**src/rtl/sysid_reader_pkg.sv**
```systemverilog
// Shared types and constants for the system-ID reader: FSM encodings, word
// addresses and the timeout counter width.
package sysid_reader_pkg;

    localparam int unsigned CNT_W = 16;

    localparam logic ADDR_ID = 1'b0;
    localparam logic ADDR_TS = 1'b1;

    typedef enum logic [2:0] {
        StIdle,
        StReqId,
        StWaitId,
        StReqTs,
        StWaitTs,
        StFinish
    } state_e;

    typedef enum logic [1:0] {
        PortIdle,
        PortReq,
        PortWait
    } port_state_e;

    // Counter value at which a word is abandoned.
    function automatic logic [CNT_W-1:0] last_count(input int unsigned cycles);
        return CNT_W'(cycles - 1);
    endfunction

endpackage

```
**src/rtl/sysid_reader_if.sv**
```systemverilog
// Avalon-MM read-only bus between the reader (master) and the system-ID slave.
interface sysid_reader_if;

    logic        avm_address;
    logic        avm_read;
    logic        avm_waitrequest;
    logic [31:0] avm_readdata;
    logic        avm_readdatavalid;

    modport master (
        output avm_address,
        output avm_read,
        input  avm_waitrequest,
        input  avm_readdata,
        input  avm_readdatavalid
    );

    modport slave (
        input  avm_address,
        input  avm_read,
        output avm_waitrequest,
        output avm_readdata,
        output avm_readdatavalid
    );

endinterface

```
**src/rtl/sysid_read_port.sv**
```systemverilog
// Single-word Avalon read: issues one read on i_go, reports the returned word or a
// timeout. Bus outputs are registered; o_valid/o_timed_out are same-cycle strobes.
module sysid_read_port
    import sysid_reader_pkg::*;
#(
    parameter int unsigned TIMEOUT_CYCLES = 1024
) (
    input  logic               clock,
    input  logic               reset,
    input  logic               i_go,
    input  logic               i_address,
    output logic [31:0]        o_data,
    output logic               o_valid,
    output logic               o_accept,
    output logic               o_timed_out,
    sysid_reader_if.master     avm
);

    localparam logic [CNT_W-1:0] LastCount = last_count(TIMEOUT_CYCLES);

    port_state_e      r_state;
    logic             r_read;
    logic             r_address;
    logic [CNT_W-1:0] r_count;

    logic w_active;
    logic w_accept;
    logic w_valid;
    logic w_timed_out;

    assign w_active    = (r_state != PortIdle);
    assign w_accept    = (r_state == PortReq) && !avm.avm_waitrequest;
    // Data in the accept cycle covers zero-latency fabrics.
    assign w_valid     = avm.avm_readdatavalid && (w_accept || (r_state == PortWait));
    assign w_timed_out = w_active && !w_valid && (r_count == LastCount);

    always_ff @(posedge clock) begin
        if (reset) begin
            r_state   <= PortIdle;
            r_read    <= 1'b0;
            r_address <= 1'b0;
            r_count   <= '0;
        end else if (i_go) begin
            r_state   <= PortReq;
            r_read    <= 1'b1;
            r_address <= i_address;
            r_count   <= '0;
        end else if (w_active) begin
            r_count <= r_count + 1'b1;
            if (w_valid || w_timed_out) begin
                r_state <= PortIdle;
                r_read  <= 1'b0;
            end else if (w_accept) begin
                r_state <= PortWait;
                r_read  <= 1'b0;
            end
        end
    end

    assign avm.avm_read    = r_read;
    assign avm.avm_address = r_address;

    assign o_data      = avm.avm_readdata;
    assign o_valid     = w_valid;
    assign o_accept    = w_accept;
    assign o_timed_out = w_timed_out;

endmodule

```
**src/rtl/sysid_reader.sv**
```systemverilog
// Reads system-ID word 0 (ID) then word 1 (timestamp) and compares them with the
// build-time values so software can refuse to run on a mismatched hardware image.
module sysid_reader
    import sysid_reader_pkg::*;
#(
    parameter logic [31:0] EXPECTED_ID        = 32'd0,
    parameter logic [31:0] EXPECTED_TIMESTAMP = 32'd1353400164,
    parameter int unsigned TIMEOUT_CYCLES     = 1024,
    parameter bit          AUTO_START         = 1'b1
) (
    input  logic           clock,
    input  logic           reset,
    input  logic           start,
    sysid_reader_if.master avm,
    output logic           busy,
    output logic           done,
    output logic           id_ok,
    output logic           ts_ok,
    output logic           timeout_err,
    output logic [31:0]    id_value,
    output logic [31:0]    ts_value
);

    state_e      r_state;
    logic        r_auto;
    logic        r_busy;
    logic        r_done;
    logic        r_id_ok;
    logic        r_ts_ok;
    logic        r_timeout_err;
    logic [31:0] r_id_value;
    logic [31:0] r_ts_value;

    logic        w_launch;
    logic        w_id_phase;
    logic        w_ts_phase;
    logic        w_go;
    logic        w_go_addr;
    logic [31:0] w_data;
    logic        w_valid;
    logic        w_accept;
    logic        w_timed_out;

    assign w_launch   = (r_state == StIdle) && (start || r_auto);
    assign w_id_phase = (r_state == StReqId) || (r_state == StWaitId);
    assign w_ts_phase = (r_state == StReqTs) || (r_state == StWaitTs);
    // The timestamp read is issued in the same cycle the ID word lands.
    assign w_go       = w_launch || (w_id_phase && w_valid);
    assign w_go_addr  = w_launch ? ADDR_ID : ADDR_TS;

    sysid_read_port #(
        .TIMEOUT_CYCLES(TIMEOUT_CYCLES)
    ) u_port (
        .clock      (clock),
        .reset      (reset),
        .i_go       (w_go),
        .i_address  (w_go_addr),
        .o_data     (w_data),
        .o_valid    (w_valid),
        .o_accept   (w_accept),
        .o_timed_out(w_timed_out),
        .avm        (avm)
    );

    always_ff @(posedge clock) begin
        if (reset) begin
            r_state       <= StIdle;
            r_auto        <= AUTO_START;
            r_busy        <= 1'b0;
            r_done        <= 1'b0;
            r_id_ok       <= 1'b0;
            r_ts_ok       <= 1'b0;
            r_timeout_err <= 1'b0;
            r_id_value    <= '0;
            r_ts_value    <= '0;
        end else begin
            r_done <= 1'b0;
            unique case (r_state)
                StIdle: begin
                    if (w_launch) begin
                        r_state       <= StReqId;
                        r_busy        <= 1'b1;
                        r_auto        <= 1'b0;
                        r_id_ok       <= 1'b0;
                        r_ts_ok       <= 1'b0;
                        r_timeout_err <= 1'b0;
                    end
                end
                StReqId, StWaitId: begin
                    if (w_valid) begin
                        r_id_value <= w_data;
                        r_id_ok    <= (w_data == EXPECTED_ID);
                        r_state    <= StReqTs;
                    end else if (w_timed_out) begin
                        r_timeout_err <= 1'b1;
                        r_done        <= 1'b1;
                        r_state       <= StFinish;
                    end else if ((r_state == StReqId) && w_accept) begin
                        r_state <= StWaitId;
                    end
                end
                StReqTs, StWaitTs: begin
                    if (w_valid) begin
                        r_ts_value <= w_data;
                        r_ts_ok    <= (w_data == EXPECTED_TIMESTAMP);
                        r_done     <= 1'b1;
                        r_state    <= StFinish;
                    end else if (w_timed_out) begin
                        r_timeout_err <= 1'b1;
                        r_done        <= 1'b1;
                        r_state       <= StFinish;
                    end else if ((r_state == StReqTs) && w_accept) begin
                        r_state <= StWaitTs;
                    end
                end
                StFinish: begin
                    r_state <= StIdle;
                    r_busy  <= 1'b0;
                end
                default: begin
                    r_state <= StIdle;
                    r_busy  <= 1'b0;
                end
            endcase
        end
    end

    assign busy        = r_busy;
    assign done        = r_done;
    assign id_ok       = r_id_ok;
    assign ts_ok       = r_ts_ok;
    assign timeout_err = r_timeout_err;
    assign id_value    = r_id_value;
    assign ts_value    = r_ts_value;

endmodule
```
**src/flat_wrapper.sv**
```systemverilog
// flat-port wrapper written by rule: the top's interface ports become plain ports
module sysid_reader_flat import sysid_reader_pkg::*;
#(
    parameter logic [31:0] EXPECTED_ID        = 32'd0,
    parameter logic [31:0] EXPECTED_TIMESTAMP = 32'd1353400164,
    parameter int unsigned TIMEOUT_CYCLES     = 1024,
    parameter bit          AUTO_START         = 1'b1
)
  (clock, reset, start, busy, done, id_ok, ts_ok, timeout_err, id_value, ts_value, avm_avm_address, avm_avm_read, avm_avm_waitrequest, avm_avm_readdata, avm_avm_readdatavalid);
  sysid_reader_if avm_i ();
  input  logic clock;
  input  logic reset;
  input  logic start;
  output logic busy;
  output logic done;
  output logic id_ok;
  output logic ts_ok;
  output logic timeout_err;
  output logic [31:0] id_value;
  output logic [31:0] ts_value;
  output wire logic [$bits(avm_i.avm_address)-1:0] avm_avm_address;
  output wire logic [$bits(avm_i.avm_read)-1:0] avm_avm_read;
  input wire logic [$bits(avm_i.avm_waitrequest)-1:0] avm_avm_waitrequest;
  input wire logic [$bits(avm_i.avm_readdata)-1:0] avm_avm_readdata;
  input wire logic [$bits(avm_i.avm_readdatavalid)-1:0] avm_avm_readdatavalid;
  assign avm_avm_address = avm_i.avm_address;
  assign avm_avm_read = avm_i.avm_read;
  assign avm_i.avm_waitrequest = avm_avm_waitrequest;
  assign avm_i.avm_readdata = avm_avm_readdata;
  assign avm_i.avm_readdatavalid = avm_avm_readdatavalid;
  sysid_reader #(.EXPECTED_ID(EXPECTED_ID), .EXPECTED_TIMESTAMP(EXPECTED_TIMESTAMP), .TIMEOUT_CYCLES(TIMEOUT_CYCLES), .AUTO_START(AUTO_START)) u_core (.clock(clock), .reset(reset), .start(start), .avm(avm_i), .busy(busy), .done(done), .id_ok(id_ok), .ts_ok(ts_ok), .timeout_err(timeout_err), .id_value(id_value), .ts_value(ts_value));
endmodule
```
**config.mk**
```make
export PLATFORM = sky130hd
export DESIGN_NAME = sysid_reader_flat
export DESIGN_NICKNAME = d
export VERILOG_FILES = /design/src/rtl/sysid_reader_pkg.sv /design/src/rtl/sysid_reader_if.sv /design/src/rtl/sysid_read_port.sv /design/src/rtl/sysid_reader.sv /design/src/flat_wrapper.sv
export SDC_FILE = /design/constraint.sdc
export NUM_CORES = 1
export LEC_CHECK = 0
export CORE_MARGIN = 8
export CORE_UTILIZATION = 30
export CTS_CLUSTER_DIAMETER = 80
export DETAILED_ROUTE_END_ITERATION = 7
export SKIP_CTS_REPAIR_TIMING = 1
export SLEW_MARGIN = 10
export SYNTH_ARGS = -nofsm -noshare
export SYNTH_HDL_FRONTEND = slang
export SYNTH_SLANG_ARGS = --single-unit
```
**constraint.sdc**
```tcl
create_clock -name clock -period 2.37 [get_ports clock]
set_input_delay 0.474 -clock clock [delete_from_list [all_inputs] [get_ports clock]]
set_output_delay 0.474 -clock clock [all_outputs]
set_load 0.01 [all_outputs]
```
==> results of run 1 <==
==> layout by cell type, fill, tap and decap left out, types with 4 or more instances in the layout <==
cell type                         count
sky130_fd_sc_hd__xor2_1              11
sky130_fd_sc_hd__clkbuf_16            9
sky130_fd_sc_hd__o21ai_0              4
sky130_fd_sc_hd__xnor2_1              5
sky130_fd_sc_hd__dfxtp_1             92
sky130_fd_sc_hd__nor2_2              10
sky130_fd_sc_hd__nand4_1             11
sky130_fd_sc_hd__mux2i_1             64
sky130_fd_sc_hd__inv_1                4
sky130_fd_sc_hd__nor4_1              10
sky130_fd_sc_hd__nor2_1              85
sky130_fd_sc_hd__clkdlybuf4s50_1    106
sky130_fd_sc_hd__buf_4               19
sky130_fd_sc_hd__nand3_1              4
sky130_fd_sc_hd__nand2_1             11
==> power by group through the flow <==
stage / clock network, µW / logic (µW) / registers (µW)
6_report: 1370 / 295 / 1590
2_1_floorplan: 0 / 136 / 1630
5_1_grt: 1490 / 320 / 1600
3_5_place_dp: 0 / 296 / 1630
4_1_cts: 1410 / 298 / 1590
3_3_place_gp: 0 / 292 / 1630
==> worst paths after layout <==
check | startpoint | endpoint | slack, ns
setup reg to reg | u_core.u_port.r_count[0] | u_core.r_state[2] | 0.45
setup / recovery | avm_avm_readdata[20] | u_core.id_ok | 0.16
hold / removal | u_core.u_port.avm.avm_address | u_core.u_port.avm.avm_address | 0.49
hold reg to reg | u_core.u_port.avm.avm_address | u_core.u_port.avm.avm_address | 0.49
==> synthesized netlist by cell type (2+ instances only) <==
library cell	count
sky130_fd_sc_hd__xnor2_1	5
sky130_fd_sc_hd__o21ai_1	2
sky130_fd_sc_hd__nand2_1	11
sky130_fd_sc_hd__nand3_1	4
sky130_fd_sc_hd__clkbuf_1	8
sky130_fd_sc_hd__a21o_1	2
sky130_fd_sc_hd__buf_6	10
sky130_fd_sc_hd__a21oi_1	2
sky130_fd_sc_hd__inv_1	4
sky130_fd_sc_hd__dfxtp_1	92
sky130_fd_sc_hd__nor3_1	3
sky130_fd_sc_hd__o21ai_0	4
sky130_fd_sc_hd__xor2_1	11
sky130_fd_sc_hd__buf_2	4
sky130_fd_sc_hd__nand4_1	11
sky130_fd_sc_hd__nor2_2	10
sky130_fd_sc_hd__nor4_1	11
sky130_fd_sc_hd__o211ai_1	3
sky130_fd_sc_hd__nor2_1	85
sky130_fd_sc_hd__a31oi_1	2
sky130_fd_sc_hd__and2_1	2
sky130_fd_sc_hd__mux2i_1	64
sky130_fd_sc_hd__nand2b_1	2
==> state kept, by name, summed over array words and instances (netlist names), 2 cells and up <==
signal	flops
u_core.id_value	32
u_core.u_port.r_state	2
u_core.r_state	3
u_core.u_port.r_count	16
u_core.ts_value	32
==> layer usage <==
metal / wire length (µm) / vias to the layer above
li1: - / 1541
met1: 4470 / 1477
met2: 5430 / 66
met3: 685 / 13
met4: 197 / 0
met5: 0 / -
==> final cells by class <==
cell class	instances	area (µm²)	share of cell area
clock buffers	9	225	0.0417
clock inverters	7	57.6	0.0106
inverters	4	15.0	0.00278
multi-input cells	260	1800	0.333
flip-flops and latches	92	1840	0.341
well taps	172	215	0.0398
repair buffers	128	1250	0.231
==> cell families (layout without fill, tap and decap cells) <==
family,count (synthesis),count (layout),synth area share
XOR/XNOR,16,16,0.0368
adder cells (fa/ha/maj),1,1,0.00328
flip-flops,92,92,0.483
AND/OR/NAND/NOR,153,153,0.198
multiplexers,65,65,0.171
AO/OA/AOI/OAI,25,25,0.0585
buffers and inverters,27,148,0.0486
==> worst max-delay path, cell delays in order <==
cell	delay (ns)
sky130_fd_sc_hd__clkdlybuf4s50_1	0.45
sky130_fd_sc_hd__nor4_1	0.38
sky130_fd_sc_hd__buf_4	0.17
sky130_fd_sc_hd__nand4_1	0.09
sky130_fd_sc_hd__or4_1	0.43
sky130_fd_sc_hd__or3_1	0.35
sky130_fd_sc_hd__a21oi_1	0.13
==> per-stage QoR <==
stage / instances / setup slack (ns) / cell area, µm²
after floorplan: 379 / 0.605 / 3810
after CTS: 672 / 0.0134 / 5400
after global routing: 672 / 0.0828 / 5410
after detailed placement: 656 / -0.328 / 5120
final: 672 / 0.159 / 5410
after global placement: 656 / -0.325 / 5120
==> impl_metrics.prom, run 1 <==
# TYPE chip_impl_metric gauge
chip_impl_metric{name="gr-total-overflow",unit=""} 0
chip_impl_metric{name="hpwlAfterDp",unit="µm"} 8160
chip_impl_metric{name="average_footprint_of_a_synthesized_cell",unit="µm²"} 10.1
chip_impl_metric{name="drive_gt1_frac",unit=""} 0.126
chip_impl_metric{name="grt_use_total",unit=""} 0.131
chip_impl_metric{name="synth_top_area_share",unit=""} 0.483
chip_impl_metric{name="seq_area_frac_synth",unit=""} 0.483
chip_impl_metric{name="cp_data_arrival_time",unit="ns"} 2.48
chip_impl_metric{name="detail_route.wl_per_cell",unit="µm"} 16.0
chip_impl_metric{name="finalHoldViolations",unit=""} 0
chip_impl_metric{name="timing.hold.ws",unit="ns"} 0.485
chip_impl_metric{name="num-fill-cells",unit=""} 1258
chip_impl_info{name="result_of_the_run",value="completed"} 1
chip_impl_metric{name="worstSkewPairLatency",unit="ns"} 0.34
chip_impl_metric{name="clock_tree.htree_level_count",unit=""} 3
chip_impl_metric{name="fin_skew",unit="ns"} 0.00880
chip_impl_metric{name="num_rows",unit=""} 41
chip_impl_metric{name="critical_path_required",unit="ns"} 2.64
chip_impl_metric{name="final.min_clock_period",unit="ns"} 2.21
chip_impl_metric{name="synth_edf_count",unit=""} 0
chip_impl_metric{name="final_net_count",unit=""} 533
chip_impl_metric{name="r2r_cells",unit=""} 6
chip_impl_metric{name="chipHeight",unit="µm"} 129
chip_impl_metric{name="worst-slew-pin-transition",unit="ns"} 0.494
chip_impl_metric{name="max_freq",unit="GHz"} 0.452
chip_impl_metric{name="syn_to_final_growth",unit="%"} 41.9
chip_impl_metric{name="sequentialPowerShare",unit=""} 0.488
chip_impl_metric{name="finalMaxSlewViolations",unit=""} 0
chip_impl_metric{name="grt_first_pass_wirelength",unit="µm"} 16800
chip_impl_metric{name="yosys_warnings",unit=""} 0
chip_impl_metric{name="numCtsBuffers",unit=""} 9
chip_impl_metric{name="asyncSetResetFlopFracSynth",unit=""} 0
chip_impl_metric{name="first_global_vias",unit=""} 3097
chip_impl_metric{name="p_sw",unit="µW"} 814
chip_impl_metric{name="postSynthNetCount",unit=""} 417
chip_impl_metric{name="grt_start_max_net_pins",unit=""} 47
chip_impl_metric{name="whs_path_depth",unit=""} 2
chip_impl_info{name="grt_setup_unrepaired",value="false"} 1
chip_impl_metric{name="synth_area",unit="µm²"} 3810
chip_impl_metric{name="num_antenna_cells",unit=""} 0
chip_impl_info{name="timing.setup.critical_path_class",value="in2reg"} 1
chip_impl_metric{name="pin_count",unit=""} 108
chip_impl_metric{name="number_of_buffers_between_clock_root_and_the_deepest_sink",unit=""} 2
chip_impl_metric{name="synth_cell_type_count",unit=""} 50
chip_impl_metric{name="detail-route-antenna-nets",unit=""} 0
chip_impl_metric{name="synth_seq_cells",unit=""} 92
chip_impl_metric{name="setup-violations-final",unit=""} 0
chip_impl_metric{name="postSynthCellCount",unit=""} 379
chip_impl_metric{name="port_buffers",unit=""} 107
chip_impl_metric{name="route.vias.total",unit=""} 3097
chip_impl_metric{name="clkSlewWorstSetupHoldPaths",unit="ns"} 0.07
chip_impl_metric{name="grt_antenna_before_repair",unit=""} 0
chip_impl_info{name="timing.hold.worst.class",value="reg2reg"} 1
chip_impl_metric{name="leakage_power",unit="µW"} 0.00234
chip_impl_metric{name="p_int",unit="µW"} 2450
chip_impl_info{name="synth_top_cells_by_area",value="sky130_fd_sc_hd__dfxtp_1, sky130_fd_sc_hd__mux2i_1, sky130_fd_sc_hd__nor2_1"} 1
chip_impl_info{name="tritoncts_clock_tree",value="done"} 1
chip_impl_metric{name="maxCapViolCount",unit=""} 0
chip_impl_metric{name="cts.sinks",unit=""} 92
chip_impl_info{name="synth_top_area_cell",value="sky130_fd_sc_hd__dfxtp_1"} 1
chip_impl_metric{name="p_per_area",unit="nW/µm²"} 603
chip_impl_metric{name="fp.dieArea",unit="µm²"} 16600
chip_impl_metric{name="initial_core_util",unit=""} 0.304
chip_impl_info{name="worstSetupEndpointType",value="register"} 1
chip_impl_metric{name="share_comb_of_total_power",unit=""} 0.091
chip_impl_metric{name="period_share",unit=""} 0.933
chip_impl_metric{name="final_core_util",unit=""} 0.432
chip_impl_info{name="grt.busiest_layer",value="met2"} 1
chip_impl_metric{name="p_total",unit="µW"} 3260
chip_impl_metric{name="sw_frac_of_total",unit=""} 0.250
chip_impl_metric{name="gp_routability_congestion",unit=""} 0.772
chip_impl_metric{name="slew_headroom",unit=""} 0.670
chip_impl_metric{name="cp_max_fo",unit=""} 3
chip_impl_metric{name="die_w",unit="µm"} 129
chip_impl_metric{name="drc",unit=""} 0
chip_impl_metric{name="met3_usage",unit=""} 0.0418
chip_impl_info{name="ctsRootBufferMaster",value="sky130_fd_sc_hd__clkbuf_16"} 1
chip_impl_metric{name="peak_supply_drop",unit="mV"} 0.393
chip_impl_metric{name="grtUsageMet2",unit=""} 0.217
chip_impl_metric{name="grt.met1_usage",unit=""} 0.152
chip_impl_metric{name="detailedRoute.firstIterationViolations",unit=""} 151
chip_impl_metric{name="avgViaCountPerCell",unit=""} 4.61
chip_impl_metric{name="route.final.wire_length",unit="µm"} 10800
chip_impl_metric{name="power.share.clock",unit=""} 0.421
chip_impl_metric{name="firstDrtPassIters",unit=""} 4
chip_impl_info{name="ys.flop_type",value="sky130_fd_sc_hd__dfxtp_1"} 1
chip_impl_metric{name="floorplan_core_area",unit="µm²"} 12500
chip_impl_info{name="setup.worst_path.start_class",value="input port"} 1
chip_impl_metric{name="setup_tns",unit="ns"} 0
No activity file was read; power rests on OpenSTA's default activity.
==> run 2, diff against run 1 <==
--- a/config.mk
+++ b/config.mk
@@ -5,12 +5,13 @@
 export SDC_FILE = /design/constraint.sdc
 export NUM_CORES = 1
 export LEC_CHECK = 0
+export ABC_AREA = 1
 export CORE_MARGIN = 8
 export CORE_UTILIZATION = 30
 export CTS_CLUSTER_DIAMETER = 80
 export DETAILED_ROUTE_END_ITERATION = 7
 export SKIP_CTS_REPAIR_TIMING = 1
-export SLEW_MARGIN = 10
+export SLEW_MARGIN = 20
 export SYNTH_ARGS = -nofsm -noshare
 export SYNTH_HDL_FRONTEND = slang
 export SYNTH_SLANG_ARGS = --single-unit
==> run 2 against run 1 <==
Clock-buffer cell count unchanged. Final cell count increased by 16%. Wire length increased by 5.4%. Die area increased by 0.44%.
==> impl_metrics.prom, run 2 <==
# TYPE chip_impl_metric gauge
chip_impl_info{name="ctsRootBufferMaster",value="sky130_fd_sc_hd__clkbuf_16"} 1
chip_impl_metric{name="drc",unit=""} 0
chip_impl_metric{name="p_total",unit="µW"} 4640
chip_impl_metric{name="slew_headroom",unit=""} 0.723
chip_impl_metric{name="floorplan_core_area",unit="µm²"} 12500
chip_impl_info{name="timing.setup.critical_path_class",value="reg2out"} 1
chip_impl_metric{name="cts.sinks",unit=""} 92
chip_impl_metric{name="critical_path_required",unit="ns"} 1.90
chip_impl_metric{name="detailedRoute.firstIterationViolations",unit=""} 195
chip_impl_metric{name="grt_start_max_net_pins",unit=""} 43
chip_impl_info{name="timing.hold.worst.class",value="reg2reg"} 1
chip_impl_info{name="tritoncts_clock_tree",value="done"} 1
chip_impl_metric{name="first_global_vias",unit=""} 3581
chip_impl_info{name="timing.critical_path.slowest_stage_cell",value="sky130_fd_sc_hd__clkdlybuf4s50_1"} 1
chip_impl_info{name="worstSetupEndpointType",value="output pin"} 1
chip_impl_info{name="mostFrequentLayoutCell",value="sky130_fd_sc_hd__clkdlybuf4s50_1"} 1
chip_impl_metric{name="synth_top_area_share",unit=""} 0.481
chip_impl_info{name="grt_setup_unrepaired",value="false"} 1
chip_impl_metric{name="max_freq",unit="GHz"} 0.535
chip_impl_metric{name="gr-total-overflow",unit=""} 0
chip_impl_metric{name="number_of_buffers_between_clock_root_and_the_deepest_sink",unit=""} 2
chip_impl_metric{name="ff_latch_area",unit="µm²"} 1840
chip_impl_metric{name="grt_first_pass_wirelength",unit="µm"} 18300
chip_impl_info{name="ys.flop_type",value="sky130_fd_sc_hd__dfxtp_1"} 1
chip_impl_metric{name="detail_route.wl_per_cell",unit="µm"} 14.6
chip_impl_metric{name="clkSlewWorstSetupHoldPaths",unit="ns"} 0.06
chip_impl_metric{name="grt_antenna_before_repair",unit=""} 0
chip_impl_metric{name="synth_area",unit="µm²"} 3830
chip_impl_info{name="synth_top_cells_by_area",value="sky130_fd_sc_hd__dfxtp_1, sky130_fd_sc_hd__nor2_1, sky130_fd_sc_hd__o21ai_0"} 1
chip_impl_metric{name="worst-slew-pin-transition",unit="ns"} 0.416
chip_impl_info{name="synth_top_area_cell",value="sky130_fd_sc_hd__dfxtp_1"} 1
chip_impl_metric{name="fp.dieArea",unit="µm²"} 16600
chip_impl_info{name="critical_path.top_delay_family",value="buffers and inverters"} 1
chip_impl_metric{name="setup_tns",unit="ns"} 0
chip_impl_metric{name="num-fill-cells",unit=""} 1282
chip_impl_metric{name="numCtsBuffers",unit=""} 9
chip_impl_metric{name="num_rows",unit=""} 41
chip_impl_metric{name="die_w",unit="µm"} 129
chip_impl_metric{name="final.min_clock_period",unit="ns"} 1.87
chip_impl_metric{name="route.final.wire_length",unit="µm"} 11400
chip_impl_metric{name="route.vias.total",unit=""} 3578
chip_impl_metric{name="yosys_warnings",unit=""} 0
chip_impl_metric{name="gp_routability_congestion",unit=""} 0.856
chip_impl_metric{name="peak_supply_drop",unit="mV"} 0.396
chip_impl_metric{name="average_footprint_of_a_synthesized_cell",unit="µm²"} 7.75
chip_impl_metric{name="postSynthNetCount",unit=""} 532
chip_impl_metric{name="timing.hold.ws",unit="ns"} 0.479
chip_impl_info{name="crit_path_cell_trace",value="clkdlybuf4s50_1"} 1
chip_impl_info{name="setup.worst_path.start_class",value="register"} 1
chip_impl_metric{name="finalHoldViolations",unit=""} 0
chip_impl_metric{name="finalMaxSlewViolations",unit=""} 0
chip_impl_metric{name="port_buffers",unit=""} 107
chip_impl_metric{name="drive_gt1_frac",unit=""} 0.102
chip_impl_metric{name="initial_core_util",unit=""} 0.306
chip_impl_metric{name="setup-violations-final",unit=""} 0
chip_impl_metric{name="critical-path-max-stage-delay",unit="ns"} 0.60
chip_impl_metric{name="postSynthCellCount",unit=""} 494
chip_impl_metric{name="hpwlAfterDp",unit="µm"} 8660
chip_impl_metric{name="p_per_area",unit="nW/µm²"} 856
chip_impl_metric{name="final_net_count",unit=""} 639
chip_impl_metric{name="fin_skew",unit="ns"} 0.00509
chip_impl_metric{name="leakage_power",unit="µW"} 0.00212
chip_impl_metric{name="synth_seq_cells",unit=""} 92
chip_impl_metric{name="seq_area_frac_synth",unit=""} 0.481
chip_impl_metric{name="clock_tree.htree_level_count",unit=""} 3
chip_impl_metric{name="cp_max_fo",unit=""} 7
chip_impl_info{name="ranking_of_synthesized_cells_by_instance_count",value="sky130_fd_sc_hd__dfxtp_1, sky130_fd_sc_hd__nor2_1, sky130_fd_sc_hd__o21ai_0"} 1
chip_impl_metric{name="firstDrtPassIters",unit=""} 4
chip_impl_info{name="most-common-layout-cells",value="sky130_fd_sc_hd__clkdlybuf4s50_1, sky130_fd_sc_hd__dfxtp_1, sky130_fd_sc_hd__nor2_1"} 1
chip_impl_metric{name="worstPathBufferInverterCount",unit=""} 1
chip_impl_metric{name="pin_count",unit=""} 108
chip_impl_metric{name="asyncSetResetFlopFracSynth",unit=""} 0
chip_impl_info{name="synth.most_common_cell",value="sky130_fd_sc_hd__dfxtp_1"} 1
chip_impl_info{name="result_of_the_run",value="completed"} 1
chip_impl_metric{name="maxCapViolCount",unit=""} 0
chip_impl_metric{name="grt_use_total",unit=""} 0.140
chip_impl_metric{name="avgViaCountPerCell",unit=""} 4.60
chip_impl_metric{name="chipHeight",unit="µm"} 129
chip_impl_metric{name="syn_to_final_growth",unit="%"} 41.6
chip_impl_metric{name="synth_edf_count",unit=""} 0
chip_impl_metric{name="layout.cells.non_filler",unit=""} 778
chip_impl_metric{name="detail-route-antenna-nets",unit=""} 0
chip_impl_metric{name="period_share",unit=""} 0.789
chip_impl_metric{name="num_antenna_cells",unit=""} 0
chip_impl_metric{name="cp_data_arrival_time",unit="ns"} 1.40
chip_impl_metric{name="multi_input_area",unit="µm²"} 1640
chip_impl_metric{name="worstSkewPairLatency",unit="ns"} 0.34
chip_impl_metric{name="synth_cell_type_count",unit=""} 36
chip_impl_metric{name="placed_cells",unit=""} 762
## run 2: power breakdown
part           total (µW)  switching [µW]  internal [µW]
clock network        1640             612           1030
logic                1180             657            520
registers            1820             112           1710
total                4640            1380           3260
## run 2: final timing paths
| check | endpoint | from | slack, ns | depth (start not counted) |
|---|---|---|---|---|
| min | u_core.timeout_err | u_core.timeout_err | 0.48 | 2 |
| max | avm_avm_read | u_core.u_port.r_state[0] | 0.50 | 1 |
| min reg2reg | u_core.timeout_err | u_core.timeout_err | 0.48 | 2 |
| max reg2reg | u_core.id_value[26] | u_core.u_port.r_state[0] | 0.64 | 7 |
## run 2: cell type report
| cell class | instances | area share |
|---|---|---|
| clock buffers | 9 | 0.0415 |
| multi-input cells | 326 | 0.303 |
| inverters | 55 | 0.0385 |
| well taps | 172 | 0.0397 |
| clock inverters | 7 | 0.0212 |
| flip-flops and latches | 92 | 0.340 |
| repair buffers | 117 | 0.216 |
## run 2: cell families after synthesis
kind of cell    Yosys count  share of synthesized area
simple gates            187                      0.221
compound gates          131                      0.189
flops                    92                      0.481
buf+inv                  76                     0.0895
xor+xnor                  7                     0.0160
fa+ha+maj                 1                    0.00327
## run 2: routing by layer
metal / up-vias / wire length [µm] / GRT usage
met1: 1647 / 5120 / 0.166
met5: - / 0 / 0
met2: 82 / 5280 / 0.226
met3: 13 / 771 / 0.0492
met4: 0 / 199 / 0.0608
li1: 1836 / - / -
## run 2: per-stage QoR
stage,cell area (µm²),worst slack (ns),util
6_report,5420,0.501,0.433
5_1_grt,5420,0.356,0.433
4_1_cts,5420,0.480,0.433
3_5_place_dp,5080,0.191,0.406
3_3_place_gp,5080,0.252,0.406
2_1_floorplan,3830,0.968,-
==> run 3, diff against run 2 <==
==> constraint.sdc (replaced) <==
create_clock -name clock -period 1.8 [get_ports clock]
set_input_delay 0.36 -clock clock [delete_from_list [all_inputs] [get_ports clock]]
set_output_delay 0.36 -clock clock [all_outputs]
set_load 0.01 [all_outputs]
==> run 3 against run 2 <==
Via count rose by 0.70%. Hold slack got worse by 0.0095 ns. Clock skew rose by 0.00067 ns. Power rose by 31%. Clock-buffer cell count rose by 1. Register-to-register slack got worse by 0.39 ns. Non-clock buffer count rose by 12. Setup slack got worse by 0.35 ns. Flip-flop and latch count did not move. Global-route usage barely moved. Critical endpoint is now id_value[0]. Largest cell class unchanged. Largest power group unchanged.
==> impl_metrics.prom, run 3 (synthesized netlist as in run 2, its figures left out) <==
# TYPE chip_impl_metric gauge
chip_impl_metric{name="clock_tree.htree_level_count",unit=""} 3
chip_impl_metric{name="grt_antenna_before_repair",unit=""} 0
chip_impl_metric{name="worstPathBufferInverterCount",unit=""} 1
chip_impl_metric{name="route.final.wire_length",unit="µm"} 11400
chip_impl_metric{name="die_w",unit="µm"} 129
chip_impl_metric{name="first_global_vias",unit=""} 3684
chip_impl_metric{name="maxCapViolCount",unit=""} 0
chip_impl_metric{name="num_rows",unit=""} 41
chip_impl_metric{name="hpwlAfterDp",unit="µm"} 8680
chip_impl_info{name="crit_path_cell_trace",value="clkdlybuf4s50_1"} 1
chip_impl_info{name="critical_path.top_delay_family",value="buffers and inverters"} 1
chip_impl_metric{name="pin_count",unit=""} 108
chip_impl_metric{name="initial_core_util",unit=""} 0.306
chip_impl_metric{name="grt_use_total",unit=""} 0.140
chip_impl_info{name="regToRegEndpoint",value="u_core.u_port.r_count[8]"} 1
chip_impl_metric{name="max_freq",unit="GHz"} 0.605
chip_impl_metric{name="setup_tns",unit="ns"} 0
chip_impl_metric{name="number_of_buffers_between_clock_root_and_the_deepest_sink",unit=""} 2
chip_impl_metric{name="period_share",unit=""} 0.918
chip_impl_metric{name="num_antenna_cells",unit=""} 0
chip_impl_metric{name="peak_supply_drop",unit="mV"} 0.501
chip_impl_info{name="holdCritStartpoint",value="u_core.timeout_err"} 1
chip_impl_metric{name="route.vias.total",unit=""} 3603
chip_impl_info{name="result_of_the_run",value="completed"} 1
chip_impl_metric{name="syn_to_final_growth",unit="%"} 43.8
chip_impl_metric{name="port_buffers",unit=""} 107
chip_impl_metric{name="gp_routability_congestion",unit=""} 0.835
chip_impl_metric{name="worstSkewPairLatency",unit="ns"} 0.34
chip_impl_info{name="ctsRootBufferMaster",value="sky130_fd_sc_hd__clkbuf_16"} 1
chip_impl_metric{name="grt_first_pass_wirelength",unit="µm"} 18600
chip_impl_metric{name="setup-violations-final",unit=""} 0
chip_impl_metric{name="p_total",unit="µW"} 6080
chip_impl_info{name="timing.critical_path.slowest_stage_cell",value="sky130_fd_sc_hd__clkdlybuf4s50_1"} 1
chip_impl_metric{name="place_area",unit="µm²"} 5170
chip_impl_metric{name="whs_path_depth",unit=""} 2
chip_impl_info{name="setup.worst_path.start_class",value="register"} 1
chip_impl_info{name="worstSetupEndpointType",value="output pin"} 1
chip_impl_metric{name="firstDrtPassIters",unit=""} 4
chip_impl_metric{name="floorplan_core_area",unit="µm²"} 12500
chip_impl_metric{name="avgViaCountPerCell",unit=""} 4.56
chip_impl_metric{name="final_net_count",unit=""} 651
chip_impl_metric{name="final.min_clock_period",unit="ns"} 1.65
chip_impl_metric{name="grt_start_max_net_pins",unit=""} 42
chip_impl_metric{name="detail_route.wl_per_cell",unit="µm"} 14.4
chip_impl_metric{name="cp_data_arrival_time",unit="ns"} 1.29
chip_impl_metric{name="cp_max_fo",unit=""} 2
chip_impl_metric{name="detail-route-antenna-nets",unit=""} 0
chip_impl_info{name="min_to",value="u_core.timeout_err"} 1
chip_impl_metric{name="num-fill-cells",unit=""} 1262
chip_impl_metric{name="leakage_power",unit="µW"} 0.00218
chip_impl_info{name="timing.hold.worst.class",value="reg2reg"} 1
chip_impl_metric{name="final_critical_path_setup_slack",unit="ns"} 0.147
chip_impl_metric{name="finalHoldViolations",unit=""} 0
chip_impl_metric{name="fin_skew",unit="ns"} 0.00575
chip_impl_info{name="tritoncts_clock_tree",value="done"} 1
chip_impl_metric{name="finalMaxSlewViolations",unit=""} 0
chip_impl_info{name="timing.setup.critical_path_class",value="reg2out"} 1
chip_impl_metric{name="numCtsBuffers",unit=""} 9
chip_impl_info{name="mostFrequentLayoutCell",value="sky130_fd_sc_hd__clkdlybuf4s50_1"} 1
chip_impl_metric{name="cts.sinks",unit=""} 92
chip_impl_metric{name="ff_latch_area",unit="µm²"} 1840
chip_impl_metric{name="chipHeight",unit="µm"} 129
chip_impl_metric{name="r2r_cells",unit=""} 6
chip_impl_metric{name="slew_headroom",unit=""} 0.721
chip_impl_metric{name="clkSlewWorstSetupHoldPaths",unit="ns"} 0.07
chip_impl_metric{name="worst-slew-pin-transition",unit="ns"} 0.418
chip_impl_metric{name="finalInstanceArea",unit="µm²"} 5500
chip_impl_metric{name="timing.hold.ws",unit="ns"} 0.470
chip_impl_metric{name="multi_input_area",unit="µm²"} 1640
chip_impl_metric{name="preCtsSetupSlack",unit="ns"} -0.0683
chip_impl_metric{name="p_per_area",unit="nW/µm²"} 1110
chip_impl_metric{name="fp.dieArea",unit="µm²"} 16600
chip_impl_metric{name="r2r_setup_slack",unit="ns"} 0.25
chip_impl_metric{name="critical_path_required",unit="ns"} 1.44
chip_impl_info{name="most-common-layout-cells",value="sky130_fd_sc_hd__clkdlybuf4s50_1, sky130_fd_sc_hd__dfxtp_1, sky130_fd_sc_hd__nor2_1"} 1
chip_impl_metric{name="drive_gt1_frac",unit=""} 0.121
chip_impl_metric{name="critical-path-max-stage-delay",unit="ns"} 0.57
chip_impl_info{name="grt_setup_unrepaired",value="false"} 1
chip_impl_metric{name="gr-total-overflow",unit=""} 0
chip_impl_info{name="startpoint_of_the_worst_register_to_register_path",value="u_core.u_port.r_count[0]"} 1
chip_impl_metric{name="detailedRoute.firstIterationViolations",unit=""} 245
chip_impl_metric{name="drc",unit=""} 0
[run 3: metrics by stage]
step | util | cells
3_5_place_dp | 0.413 | 774
6_report | 0.440 | 790
4_1_cts | 0.440 | 790
3_3_place_gp | 0.413 | 774
2_1_floorplan | - | 494
5_1_grt | 0.440 | 790
[run 3: power breakdown]
group	internal [µW]	total, µW	switching [µW]
registers	2260	2410	158
logic	714	1580	868
clock network	1270	2090	822
[run 3: per-layer routing]
layer  up-vias  share of wire  GRT usage
li1       1854              -          -
met1      1652           0.45      0.172
met2        87           0.47      0.226
met3        10          0.058     0.0426
met4         0          0.012     0.0525
met5         -              0          0
[run 3: area by class of cell]
class / instances / area share
multi-input combinational: 326 / 0.299
timing repair buffer: 129 / 0.229
clock inverter: 6 / 0.0168
sequential: 92 / 0.335
clock buffer: 10 / 0.0434
inverter: 55 / 0.0380
tap: 172 / 0.0391
[run 3: worst max path at each step]
stage / startpoint / endpoint / slack (ns) / depth (start not counted)
5_1_grt: u_core.u_port.r_count[0] / u_core.r_state[0] / 0.06 / 11
6_report: u_core.id_value[0] / id_value[0] / 0.15 / 1
3_5_place_dp: avm_avm_waitrequest / u_core.id_value[15] / -0.07 / 9
3_3_place_gp: avm_avm_waitrequest / u_core.ts_value[29] / -0.02 / 9
2_1_floorplan: u_core.u_port.r_state[0] / u_core.id_value[15] / 0.43 / 7
4_1_cts: u_core.u_port.r_state[0] / avm_avm_read / 0.03 / 1
[run 3: tightest hold or removal path, delay by kind of cell, from the launching register on]
kind               cells  cell delay, ns
and+or+nand+nor        1            0.07
AOI/OAI and AO/OA      1            0.04
DFF                    1            0.32
==> variant, RTL diff (config.mk and constraints of run 1) <==
Set the package constant `CNT_W` to 32 (it was 16).
--- a/src/rtl/sysid_reader_pkg.sv
+++ b/src/rtl/sysid_reader_pkg.sv
@@ -2,7 +2,7 @@
 // addresses and the timeout counter width.
 package sysid_reader_pkg;
 
-    localparam int unsigned CNT_W = 16;
+    localparam int unsigned CNT_W = 32;
 
     localparam logic ADDR_ID = 1'b0;
     localparam logic ADDR_TS = 1'b1;
Formal check against the unedited RTL: no difference found for any inputs over 4 cycles, from zero or initial values and one cycle with reset high; that may be too few to reach the edited logic, so the function may still have changed.
==> variant against run 1 <==
  * Critical path depth shrank 2
  * Sequential cell count grew 16
  * Highest routed layer unchanged
  * Worst setup slack lost 0.026 ns
  * Cell area grew 13%
  * Area after synthesis grew 16%
  * Wire length grew 17%
  * First-iteration DRC count grew 34%
  * Largest cell class unchanged
Power is not compared: it rests on default switching activity, and its combinational part moved more than twofold at a synthesized area within 25%.
==> variant: results (changes against run 1) <==
| Metric | Value |
|---|---|
| Number of DRC markers in iteration 0 | 202 (+34%) |
| Post-synthesis cell count | 475 (+25%) |
| Clk_skew | 0.00610 ns (-0.00270 ns) |
| Vias in the first global route | 3,811 (+23%) |
| GR Util All Layers | 13.7% (+0.57 points) |
| Synth Net Count | 513 (+23%) |
| Register area share after synthesis | 48.9% (+0.54 points) |
| Post-synth top cells | dfxtp_1, nor2_1, mux2i_1 |
| Slew @ Worst Pin | 0.470 ns (-0.0243 ns) |
| Layout cells sized above 1 | 7.45% (-5.2 points) |
| First-pass GRT wire length | 20,100 um (+20%) |
| Maximum fanout along the worst path | 10 (+7) |
| Placed Cells | 759 (+16%) |
| Fill cells | 1,410 (+12%) |
| Arr. time, crit path | 2.52 ns (+0.04 ns) |
| Post-Place Cell Area | 5780 sq um (+13%) |
| Synth async-reset ratio | 0% (unchanged) |
| Slowest-stage cell, CP | or4_1 |
| Synth unique cells | 47 (-6.0%) |
| Via density per instance | 4.92 (+6.8%) |
| Worst path top cell family by delay | simple AND/OR/NAND/NOR gates |
| Largest net degree at the start of global routing | 76 (+62%) |
| ANT cells | 0 (unchanged) |
| Routability cong. | 0.776 (+0.45%) |
| Layout net count | 624 (+17%) |
| Pre-CTS WS | 0.0304 ns (+0.358 ns) |
| Post-DP HPWL | 9210 um (+13%) |
| Status | completed |
| Number of H-tree levels | 3 (unchanged) |
| Ranking of synthesized cells by area | dfxtp_1, mux2i_1, nor2_1 |
| Final Util | 42.1% (-1.1 points) |
| Layout Cells excl Fill | 775 (+15%) |
| Routed wire length | 12,600 um (+17%) |
[variant: cell types whose count changed in the layout (fill, tap and decap cells not counted), sizes merged, moves of 4 or more]
cell   delta
a21oi    +19
dfxtp    +16
xnor2    +10
nand3     +8
or3       +8
o21ai     +7
nor3      +5
nor4      +5
nor2      +4
[variant: final cells by class]
| type | instances | share of cell area (%) |
|---|---|---|
| repair buffers | 125 | 20.5 |
| multi-input cells | 334 | 34.6 |
| inverters | 8 | 0.493 |
| clock buffers | 10 | 3.76 |
| clock inverters | 6 | 1.35 |
| well taps | 184 | 3.78 |
| flip-flops and latches | 108 | 35.5 |
[variant: path summary, 6_finish.rpt]
check	start	to	slack, ns	cells past startpoint
min	u_core.id_ok	u_core.id_ok	0.45	2
max reg2reg	u_core.u_port.r_state[1]	u_core.u_port.r_count[25]	0.13	5
min reg2reg	u_core.id_ok	u_core.id_ok	0.45	2
max	u_core.u_port.r_state[1]	u_core.u_port.r_count[25]	0.13	5
[variant: layer usage]
layer	GRT usage, %	vias up	share of wire (%)
met5	0	-	0
met4	2.90	0	0.82
met3	9.77	11	13
met2	21.5	103	45
met1	14.7	1828	40
li1	-	1873	-
[variant: cell families (layout without fill, tap and decap cells)]
logic type / Yosys count / in the layout / share of synthesized area, %
buf+inv: 33 / 149 / 3.51
compound gates: 48 / 48 / 6.51
simple gates: 197 / 197 / 21.6
xor+xnor: 23 / 23 / 4.55
mux: 64 / 64 / 14.5
flops: 108 / 108 / 48.9
fa+ha+maj: 2 / 2 / 0.509
[variant: report_power, final]
group	total, mW	switching (mW)	internal [mW]
combinational	0.791	0.402	0.389
sequential	1.97	0.0773	1.90
clock	1.58	0.737	0.845
total	4.35	1.22	3.13
